## src/rtl/ex_muldiv.sv

```systemverilog
// Iterative multiply/divide unit that sits beside the execute stage.
// It handles one M-extension operation at a time. UNROLL bits are
// processed per cycle, and the pipeline is held through a stall request.
//
// state | meaning
// IDLE  | waiting for start_in; operands, signs and special cases decoded here
// CALC  | shift-add multiply or restoring divide, N = XLEN/UNROLL cycles
// FIX   | sign correction and result selection, registered into result_out
// DONE  | done_out / rd_out valid for this single cycle
module ex_muldiv #(
    parameter int XLEN   = 32,
    parameter int UNROLL = 1
) (
    input  logic            clk_in,
    input  logic            rst_n_in,
    input  logic            start_in,
    input  logic [2:0]      op_in,
    input  logic [XLEN-1:0] rs1_val_in,
    input  logic [XLEN-1:0] rs2_val_in,
    input  logic [4:0]      rd_addr_in,
    input  logic            flush_in,
    output logic            busy_out,
    output logic            stallreq_out,
    output logic            done_out,
    output logic [XLEN-1:0] result_out,
    output logic            rd_out,
    output logic [4:0]      rd_addr_out
);

    localparam int N  = XLEN / UNROLL;
    localparam int CW = (N > 1) ? $clog2(N) : 1;
    localparam logic [CW-1:0] CNT_LOAD = CW'(N - 1);

    localparam logic [2:0] OP_MUL    = 3'd0;
    localparam logic [2:0] OP_MULH   = 3'd1;
    localparam logic [2:0] OP_MULHSU = 3'd2;
    localparam logic [2:0] OP_MULHU  = 3'd3;
    localparam logic [2:0] OP_DIV    = 3'd4;
    localparam logic [2:0] OP_DIVU   = 3'd5;
    localparam logic [2:0] OP_REM    = 3'd6;

    typedef enum logic [1:0] {S_IDLE, S_CALC, S_FIX, S_DONE} state_t;

    state_t              state_q, state_d;
    logic [CW-1:0]       cnt_q;
    logic [2:0]          op_q;
    logic [4:0]          rd_addr_q;
    logic                neg_quo_q, neg_rem_q;
    logic [XLEN-1:0]     opnd_q;
    logic [2*XLEN-1:0]   acc_q;
    logic [XLEN-1:0]     result_q;

    logic                accept;
    logic                signed_a, signed_b, sign_a, sign_b;
    logic [XLEN-1:0]     mag_a, mag_b;
    logic                div_zero, div_ovf, special;
    logic [XLEN-1:0]     special_val;
    logic [2*XLEN-1:0]   acc_step;
    logic [2*XLEN-1:0]   prod_fix;
    logic [XLEN-1:0]     quo_fix, rem_fix, fix_val;

    assign accept = (state_q == S_IDLE) && start_in && !flush_in;

    // Operand signedness and magnitudes; the most-negative value wraps onto itself.
    assign signed_a = (op_in == OP_MULH) || (op_in == OP_MULHSU) ||
                      (op_in == OP_DIV)  || (op_in == OP_REM);
    assign signed_b = (op_in == OP_MULH) || (op_in == OP_DIV) || (op_in == OP_REM);
    assign sign_a   = signed_a && rs1_val_in[XLEN-1];
    assign sign_b   = signed_b && rs2_val_in[XLEN-1];
    assign mag_a    = sign_a ? -rs1_val_in : rs1_val_in;
    assign mag_b    = sign_b ? -rs2_val_in : rs2_val_in;

    // Divide-by-zero and signed overflow resolve at accept and skip CALC entirely.
    assign div_zero = op_in[2] && (rs2_val_in == '0);
    assign div_ovf  = op_in[2] && !op_in[0] &&
                      (rs1_val_in == {1'b1, {(XLEN-1){1'b0}}}) && (rs2_val_in == '1);
    assign special  = div_zero || div_ovf;
    assign special_val = div_zero ? (op_in[1] ? rs1_val_in : '1)
                                  : (op_in[1] ? '0 : rs1_val_in);

    // One iteration cycle. For multiply, acc holds {partial product, remaining multiplier}.
    // For divide, acc holds {partial remainder, dividend/quotient}.
    always_comb begin : calc_step
        logic [XLEN:0]     part;
        logic [2*XLEN-1:0] p;
        p    = acc_q;
        part = '0;
        for (int i = 0; i < UNROLL; i++) begin
            if (op_q[2]) begin
                part = {p[2*XLEN-1:XLEN], p[XLEN-1]};
                if (part >= {1'b0, opnd_q}) begin
                    part = part - {1'b0, opnd_q};
                    p    = {part[XLEN-1:0], p[XLEN-2:0], 1'b1};
                end else begin
                    p    = {part[XLEN-1:0], p[XLEN-2:0], 1'b0};
                end
            end else begin
                if (p[0]) begin
                    part = {1'b0, p[2*XLEN-1:XLEN]} + {1'b0, opnd_q};
                end else begin
                    part = {1'b0, p[2*XLEN-1:XLEN]};
                end
                p = {part, p[XLEN-1:1]};
            end
        end
        acc_step = p;
    end

    // Sign correction and selection of the final result.
    always_comb begin
        prod_fix = neg_quo_q ? -acc_q : acc_q;
        quo_fix  = neg_quo_q ? -acc_q[XLEN-1:0] : acc_q[XLEN-1:0];
        rem_fix  = neg_rem_q ? -acc_q[2*XLEN-1:XLEN] : acc_q[2*XLEN-1:XLEN];
        fix_val  = rem_fix;
        case (op_q)
            OP_MUL:                      fix_val = prod_fix[XLEN-1:0];
            OP_MULH, OP_MULHSU, OP_MULHU: fix_val = prod_fix[2*XLEN-1:XLEN];
            OP_DIV, OP_DIVU:             fix_val = quo_fix;
            default:                     fix_val = rem_fix;
        endcase
    end

    // Next-state logic; flush returns to IDLE from every state.
    always_comb begin
        state_d = state_q;
        case (state_q)
            S_IDLE: if (accept) state_d = special ? S_DONE : S_CALC;
            S_CALC: if (cnt_q == '0) state_d = S_FIX;
            S_FIX:  state_d = S_DONE;
            S_DONE: state_d = S_IDLE;
            default: state_d = S_IDLE;
        endcase
        if (flush_in) state_d = S_IDLE;
    end

    // State register.
    always_ff @(posedge clk_in or negedge rst_n_in) begin
        if (!rst_n_in) state_q <= S_IDLE;
        else           state_q <= state_d;
    end

    // Operand capture, iteration datapath and result register.
    always_ff @(posedge clk_in or negedge rst_n_in) begin
        if (!rst_n_in) begin
            cnt_q     <= '0;
            op_q      <= '0;
            rd_addr_q <= '0;
            neg_quo_q <= 1'b0;
            neg_rem_q <= 1'b0;
            opnd_q    <= '0;
            acc_q     <= '0;
            result_q  <= '0;
        end else if (accept) begin
            op_q      <= op_in;
            rd_addr_q <= rd_addr_in;
            neg_quo_q <= sign_a ^ sign_b;
            neg_rem_q <= sign_a;
            cnt_q     <= CNT_LOAD;
            if (op_in[2]) begin
                opnd_q <= mag_b;
                acc_q  <= {{XLEN{1'b0}}, mag_a};
            end else begin
                opnd_q <= mag_a;
                acc_q  <= {{XLEN{1'b0}}, mag_b};
            end
            if (special) result_q <= special_val;
        end else if (state_q == S_CALC) begin
            acc_q <= acc_step;
            if (cnt_q != '0) cnt_q <= cnt_q - CW'(1);
        end else if ((state_q == S_FIX) && !flush_in) begin
            result_q <= fix_val;
        end
    end

    assign busy_out     = (state_q != S_IDLE);
    assign stallreq_out = accept || (state_q == S_CALC) || (state_q == S_FIX);
    assign done_out     = (state_q == S_DONE);
    assign rd_out       = (state_q == S_DONE) && (rd_addr_q != 5'd0);
    assign rd_addr_out  = rd_addr_q;
    assign result_out   = result_q;

endmodule

```

## config.mk

```make
export PLATFORM = sky130hd
export DESIGN_NAME = ex_muldiv
export DESIGN_NICKNAME = d
export VERILOG_FILES = /design/src/rtl/ex_muldiv.sv
export SDC_FILE = /design/constraint.sdc
export NUM_CORES = 1
export LEC_CHECK = 0
export CORE_UTILIZATION = 40
export CTS_CLUSTER_SIZE = 40
export DETAILED_ROUTE_END_ITERATION = 7
export GPL_TIMING_DRIVEN = 0
export HOLD_SLACK_MARGIN = 0.08
export PLACE_DENSITY = 0.59
export SYNTH_ARGS = -nofsm -noshare
export SYNTH_HDL_FRONTEND = slang
export SYNTH_SLANG_ARGS = --single-unit
```

## constraint.sdc

```tcl
create_clock -name clk_in -period 5 [get_ports clk_in]
set_input_delay 0.5 -clock clk_in [delete_from_list [all_inputs] [get_ports clk_in]]
set_output_delay 0.5 -clock clk_in [all_outputs]
set_load 0.02 [all_outputs]
```

After elaboration in Yosys (flattened, before gate mapping)
Index checks and enable logic that the tools add are counted.
Word-level totals
  bits in registers: 145
  input bits: 76
  output and inout bits: 41
  word-level logic and storage cells: 100
Operators by class
  add/sub/neg operators: 8
  magnitude comparators: 1
  equality and inequality tests: 18
  mux-type cells: 28
  bitwise gates (word level): 1
  reductions and logical operators: 35
Operators by type and width (count)
  $mux W32: 13
  $mux W64: 5
  $neg A32 Y32: 4
  $pmux W32 S3: 1
  $eq A32 B32 Y1 const B: 2
  $neg A64 Y64: 1
  $add A32 B32 Y33: 1
  $ge A33 B32 Y1: 1
  $mux W33: 1
  $logic_not A32 Y1: 1
  $sub A32 B32 Y32: 1
  $mux W5: 3
  $eq A3 B3 Y1 const B: 4
  $logic_and A1 B1 Y1: 10
  $reduce_bool A5 Y1: 2
  $eq A3 B2 Y1 const B: 3
  $logic_or A1 B1 Y1: 8
  $mux W2: 4
  $pmux W2 S4: 1
  $reduce_bool A2 Y1: 4
  $eq A3 B1 Y1 const B: 2
  $ne A3 B3 Y1 const B: 2
  $logic_not A5 Y1: 1
  $sub A5 B1 Y5 const B: 1
  other kinds (12): 15

Longest topological paths before layout
  depth in word-level cells: 9
  depth in mapped cells: 15
  mapped depth without buffers: 14

Worst setup path after synthesis
No wires, ideal clock.
  path type: register to register
  from: register acc_q[32]
  to: register result_q[16] (netlist: result_out[16])
  library setup time: 95 ps
  arrival: 3395 ps
  required time: 4905 ps
  setup slack: 1510 ps
  stages on the path, launching flop included: 14
  buffers on the path: 2
  clock period less this slack: 3490 ps
  cells stage by stage: dfrtp_1 clkbuf_1 inv_1 ha_1 or3b_4 or3_1 buf_2 or3_4 or3_4 or3_4 o41a_1 xor2_1 a21oi_1 o31ai_1
On the way
  cells in the longest elaborated chain, start to end: 6
  elaborated cells on any way between the ends: 8
  classes of those cells: add/sub: 2; mux: 6
Ends and longest elaborated chain
  start, declared: RTL line 50  | logic [2*XLEN-1:0] acc_q;
  start signal, assigned: RTL line 161  | acc_q <= {{XLEN{1'b0}}, mag_a};
  start signal, assigned: RTL line 164  | acc_q <= {{XLEN{1'b0}}, mag_b};
  start signal, assigned: RTL line 168  | acc_q <= acc_step;
  $neg A64 Y64 / $neg A32 Y32 (equally long branches): RTL line 111, 113
  $mux W64 / $mux W32 (equally long branches): RTL line 111, 113
  $pmux W32 S3 *: RTL line 115  | case (op_q)
  $mux W32 *: RTL line 170  | end else if ((state_q == S_FIX) && !flush_in) begin
  $mux W32 *: RTL line 167  | end else if (state_q == S_CALC) begin
  $mux W32 *: RTL line 153  | end else if (accept) begin
  end signal, assigned: RTL line 166  | if (special) result_q <= special_val;
  end signal, assigned: RTL line 171  | result_q <= fix_val;
  end, declared: RTL line 51  | logic [XLEN-1:0] result_q;
Mark *: on every way between the ends. The rest lies on a longest branch, timed or not. The select of a mux whose other input is x is not followed.
A chain may end at the register's enable or synchronous reset.

Worst setup path in the final report
  from: register acc_q[0]
  to: register result_q[10] (netlist: result_out[10])
On the way
  cells in the longest elaborated chain, start to end: 6
  elaborated cells on any way between the ends: 8
  classes of those cells: add/sub: 2; mux: 6
Ends and longest elaborated chain (RTL line)
  $neg A64 Y64 / $neg A32 Y32 (equally long branches): 111, 112
  $mux W64 / $mux W32 (equally long branches): 111, 112
  $pmux W32 S3 *: 115
  $mux W32 *: 170
  $mux W32 *: 167
  $mux W32 *: 153
Marks and branches as above.

==> flow_metrics.py <==
metrics = {
    "status": {
        "status": "finished clean",
    },
    "yosys": {
        "synth_compound_area_frac": 0.283,
        "synth-seq-cells": 145,
        "avgSynthCellArea_um2": 7.46,
        "seq_area_frac_synth": 0.234,
        "synth_fp_nets": 2230,
        "syn_inst": 2075,
        "synth.most_common_cell": "nand2_1",
        "synth_xor_area_frac": 0.107,
        "synthAdderAreaFrac": 0.0816,
        "async_flop_share": 1.00,
        "yosysTopAreaCellShare": 0.234,
        "synth_top_cell_by_area": "dfrtp_1",
        "synth-edff-count": 0,
        "synth_flop_cell": "dfrtp_1",
        "netlist_area_mm2": 0.0155,
        "synthTopCellsByArea": "dfrtp_1 23%, o21ai_0 8.0%, ha_1 6.2%",
        "yosys-top-cells-count": "254 x nand2_1, 249 x o21ai_0, 145 x a21oi_1, 145 x dfrtp_1, 137 x nor2_1",
        "synthMuxAreaShare": 0.0510,
        "yosys_warnings": 0,
        "synth_top_family_by_area": "compound AO/OA/AOI/OAI gates",
        "synth_cell_types": 73,
        "synth_simple_gate_area_frac": 0.185,
    },
    "critical_path": {
        "critPathKind": "flop to flop",
        "timing.critical_path.mode_cell": "o21ai_0",
        "crit_chain": "clkbuf_1 -> clkinv_1 -> clkbuf_1 -> ha_1 -> nand3_1 -> nor2_1 -> nand2_1 -> clkbuf_1 -> o21ai_0 -> xor2_1 -> o21ai_0 -> o21ai_0 -> o21ai_0",
        "worst_setup_path_end_kind": "flop",
        "crit_slowest_cell": "clkinv_1",
        "crit_family": "buffers and inverters",
        "crit_buf_inv": 4,
        "cp_data_arrival_time_ns": 5.05,
        "required_ns": 5.38,
        "slowest_delay_ns": 0.58,
        "cp-start-kind": "flop",
        "worstPathMaxFanout": 10,
    },
    "timing": {
        "slew_violations": 0,
        "finalCriticalPeriod_ns": 4.67,
        "rsz0062_at_grt": "no",
        "fin_ws_ns": 0.330,
        "fmaxAchievable_ghz": 0.214,
        "hold_ws_ns": 0.479,
        "fin_crit_sh": 0.934,
        "worst_slew_pin_slew_ns": 1.11,
        "timing.slew.headroom": 0.261,
        "setup_viol": 0,
        "hold_viol_final": 0,
        "fin_skew_ns": 0.0186,
    },
    "grt": {
        "grt_pass1_vias": 16145,
        "met2_usage": 0.545,
        "grtUsageTotal": 0.364,
        "grtUsageMet3": 0.0912,
        "antenna_found_initial": 3,
        "met1_usage": 0.487,
        "grt.overflow.total": 0,
        "grt-busiest-layer": "met2",
        "grt_max_degree": 88,
        "grt_pass1_wl_mm": 105,
    },
    "die": {
        "fp.dieH_um": 199,
        "chipWidth_um": 199,
        "dieArea_mm2": 0.0395,
        "num_rows": 71,
        "initial_utilization": 0.409,
        "ios": 117,
        "core_area_mm2": 0.0378,
    },
    "clock_network": {
        "clk_pin_slew_ns": 0.08,
        "cts_max_level": 4,
        "cts_tree": "built",
        "clock_latency_ns": 0.47,
        "cts_buffers": 17,
        "cts_sinks": 145,
        "cts_root_buffer": "clkbuf_16",
        "cts.path.max_buffers": 2,
    },
    "final_layout": {
        "layout-drive-gt1-share": 0.0338,
        "fillers": 3913,
        "num_antenna_cells": 0,
        "syn_to_final_growth_pct": 15.6,
        "fin_cells": 2732,
        "layout.nets": 2363,
    },
    "power_and_ir_drop": {
        "p_per_area_mw_per_mm2": 777,
        "irDropWorstVdd_mv": 0.371,
        "p_leak_nw": 7.13,
    },
    "route": {
        "routedWlPerCell_um": 26.2,
        "viasPerCell": 6.27,
        "routed-via-count": 17125,
        "ant_nets": 0,
        "drt_iter0_markers": 1917,
        "firstDrtPassIters": 6,
        "drc": 0,
        "totalWireLength_mm": 71.7,
    },
    "flow_run": {
        "max-cap-violations": 0,
    },
    "place": {
        "dp_hpwl_mm": 57.1,
        "place.gp.congestion": 1.09,
        "port_buffers": 112,
        "dp_slack_ns": 0.0444,
        "dpl.cell_count": 2699,
    },
    "min_path": {
        "hold_class": "flop to flop",
    },
}
## routing by layer
| metal | part of all wire | wire length, um |
|---|---|---|
| met2 | 0.43 | 30500 |
| met4 | 0.051 | 3690 |
| met3 | 0.10 | 7210 |
| met5 | 0.00032 | 23 |
| met1 | 0.42 | 30200 |
## worst register-to-register path: stages, from the launching register on
cell and delay, ns:
dfrtp_1 0.37, clkbuf_1 0.49, clkinv_1 0.59, clkbuf_1 0.46, ha_1 0.35, nand3_1 0.19
nor2_1 0.14, nand2_1 0.34, clkbuf_1 0.54, o21ai_0 0.19, xor2_1 0.19, o21ai_0 0.42
o21ai_0 0.17, o21ai_0 0.16
## state kept, by name, indices dropped and copies added, names as in the netlist
name / flops
op_q: 3
state_q: 2
cnt_q: 5
acc_q: 64
result_out: 32
neg_rem_q: 1
neg_quo_q: 1
opnd_q: 32
rd_addr_out: 5
## layout make-up
class | count | area [um^2] | share of cell area
multi-input combinational | 1696 | 11000 | 0.612
clock inverter | 15 | 184 | 0.0103
sequential | 145 | 3630 | 0.203
clock buffer | 17 | 425 | 0.0238
tap | 511 | 639 | 0.0357
inverter | 71 | 267 | 0.0149
timing repair buffer | 114 | 1160 | 0.0648
buffer | 163 | 634 | 0.0354
## what timing repair did
action | CTS | global route
buffers inserted | 0 | 0
hold buffers | 1 | 0
endpoints found under the setup margin | 1 | 1
resized for setup | 1 | 1
hold endpoints to repair | 58 | 0
## cells in the final DEF (no fill, tap or decap), types with 55 or more instances in the layout
master           instances
a21oi_1                145
clkbuf_1               134
clkdlybuf4s50_1        111
dfrtp_1                145
ha_1                    77
inv_1                   68
mux2i_1                 71
nand2_1                254
nor2_1                 137
o211ai_1                55
o21ai_0                249
xnor2_1                 87
xor2_1                 103
## final timing paths
check	from	endpoint	slack (ns)	cells after the start
max in group asynchronous	rst_n_in	opnd_q[8]$_DFFE_PN0P_	3.53	3
worst max register to register	acc_q[0]$_DFFE_PN0P_	result_out[10]$_DFFE_PN0P_	0.33	13
min in group asynchronous	rst_n_in	cnt_q[2]$_DFFE_PN0P_	0.57	2
worst min-delay path	result_out[6]$_DFFE_PN0P_	result_out[6]$_DFFE_PN0P_	0.48	2
worst min register to register	result_out[6]$_DFFE_PN0P_	result_out[6]$_DFFE_PN0P_	0.48	2
worst max-delay path	acc_q[0]$_DFFE_PN0P_	result_out[10]$_DFFE_PN0P_	0.33	13
## per-stage QoR
step	power, W	area [um^2]	utilization	setup TNS (ns)
after floorplan	0.00874	15500	-	0
after global placement	0.0121	17200	0.456	-410.09
after detailed placement	0.0121	17300	0.456	0
after CTS	0.0136	17900	0.473	0
after global routing	0.0147	17900	0.473	0
final	0.0139	17900	0.473	0
## power by group
part	internal, W	leakage (nW)	switching (W)
combinational	0.00361	5.04	0.00647
sequential	0.00171	1.79	0.000711
clock	0.000762	0.301	0.000638
## cells by family (layout without fill, tap and decap cells)
logic type      after synthesis  in the layout
compound gates              706            706
simple gates                617            617
buf+inv                     234            380
xor+xnor                    190            190
flops                       145            145
fa+ha+maj                   105            105
mux                          78             78
(Power assumes the default switching activity.)
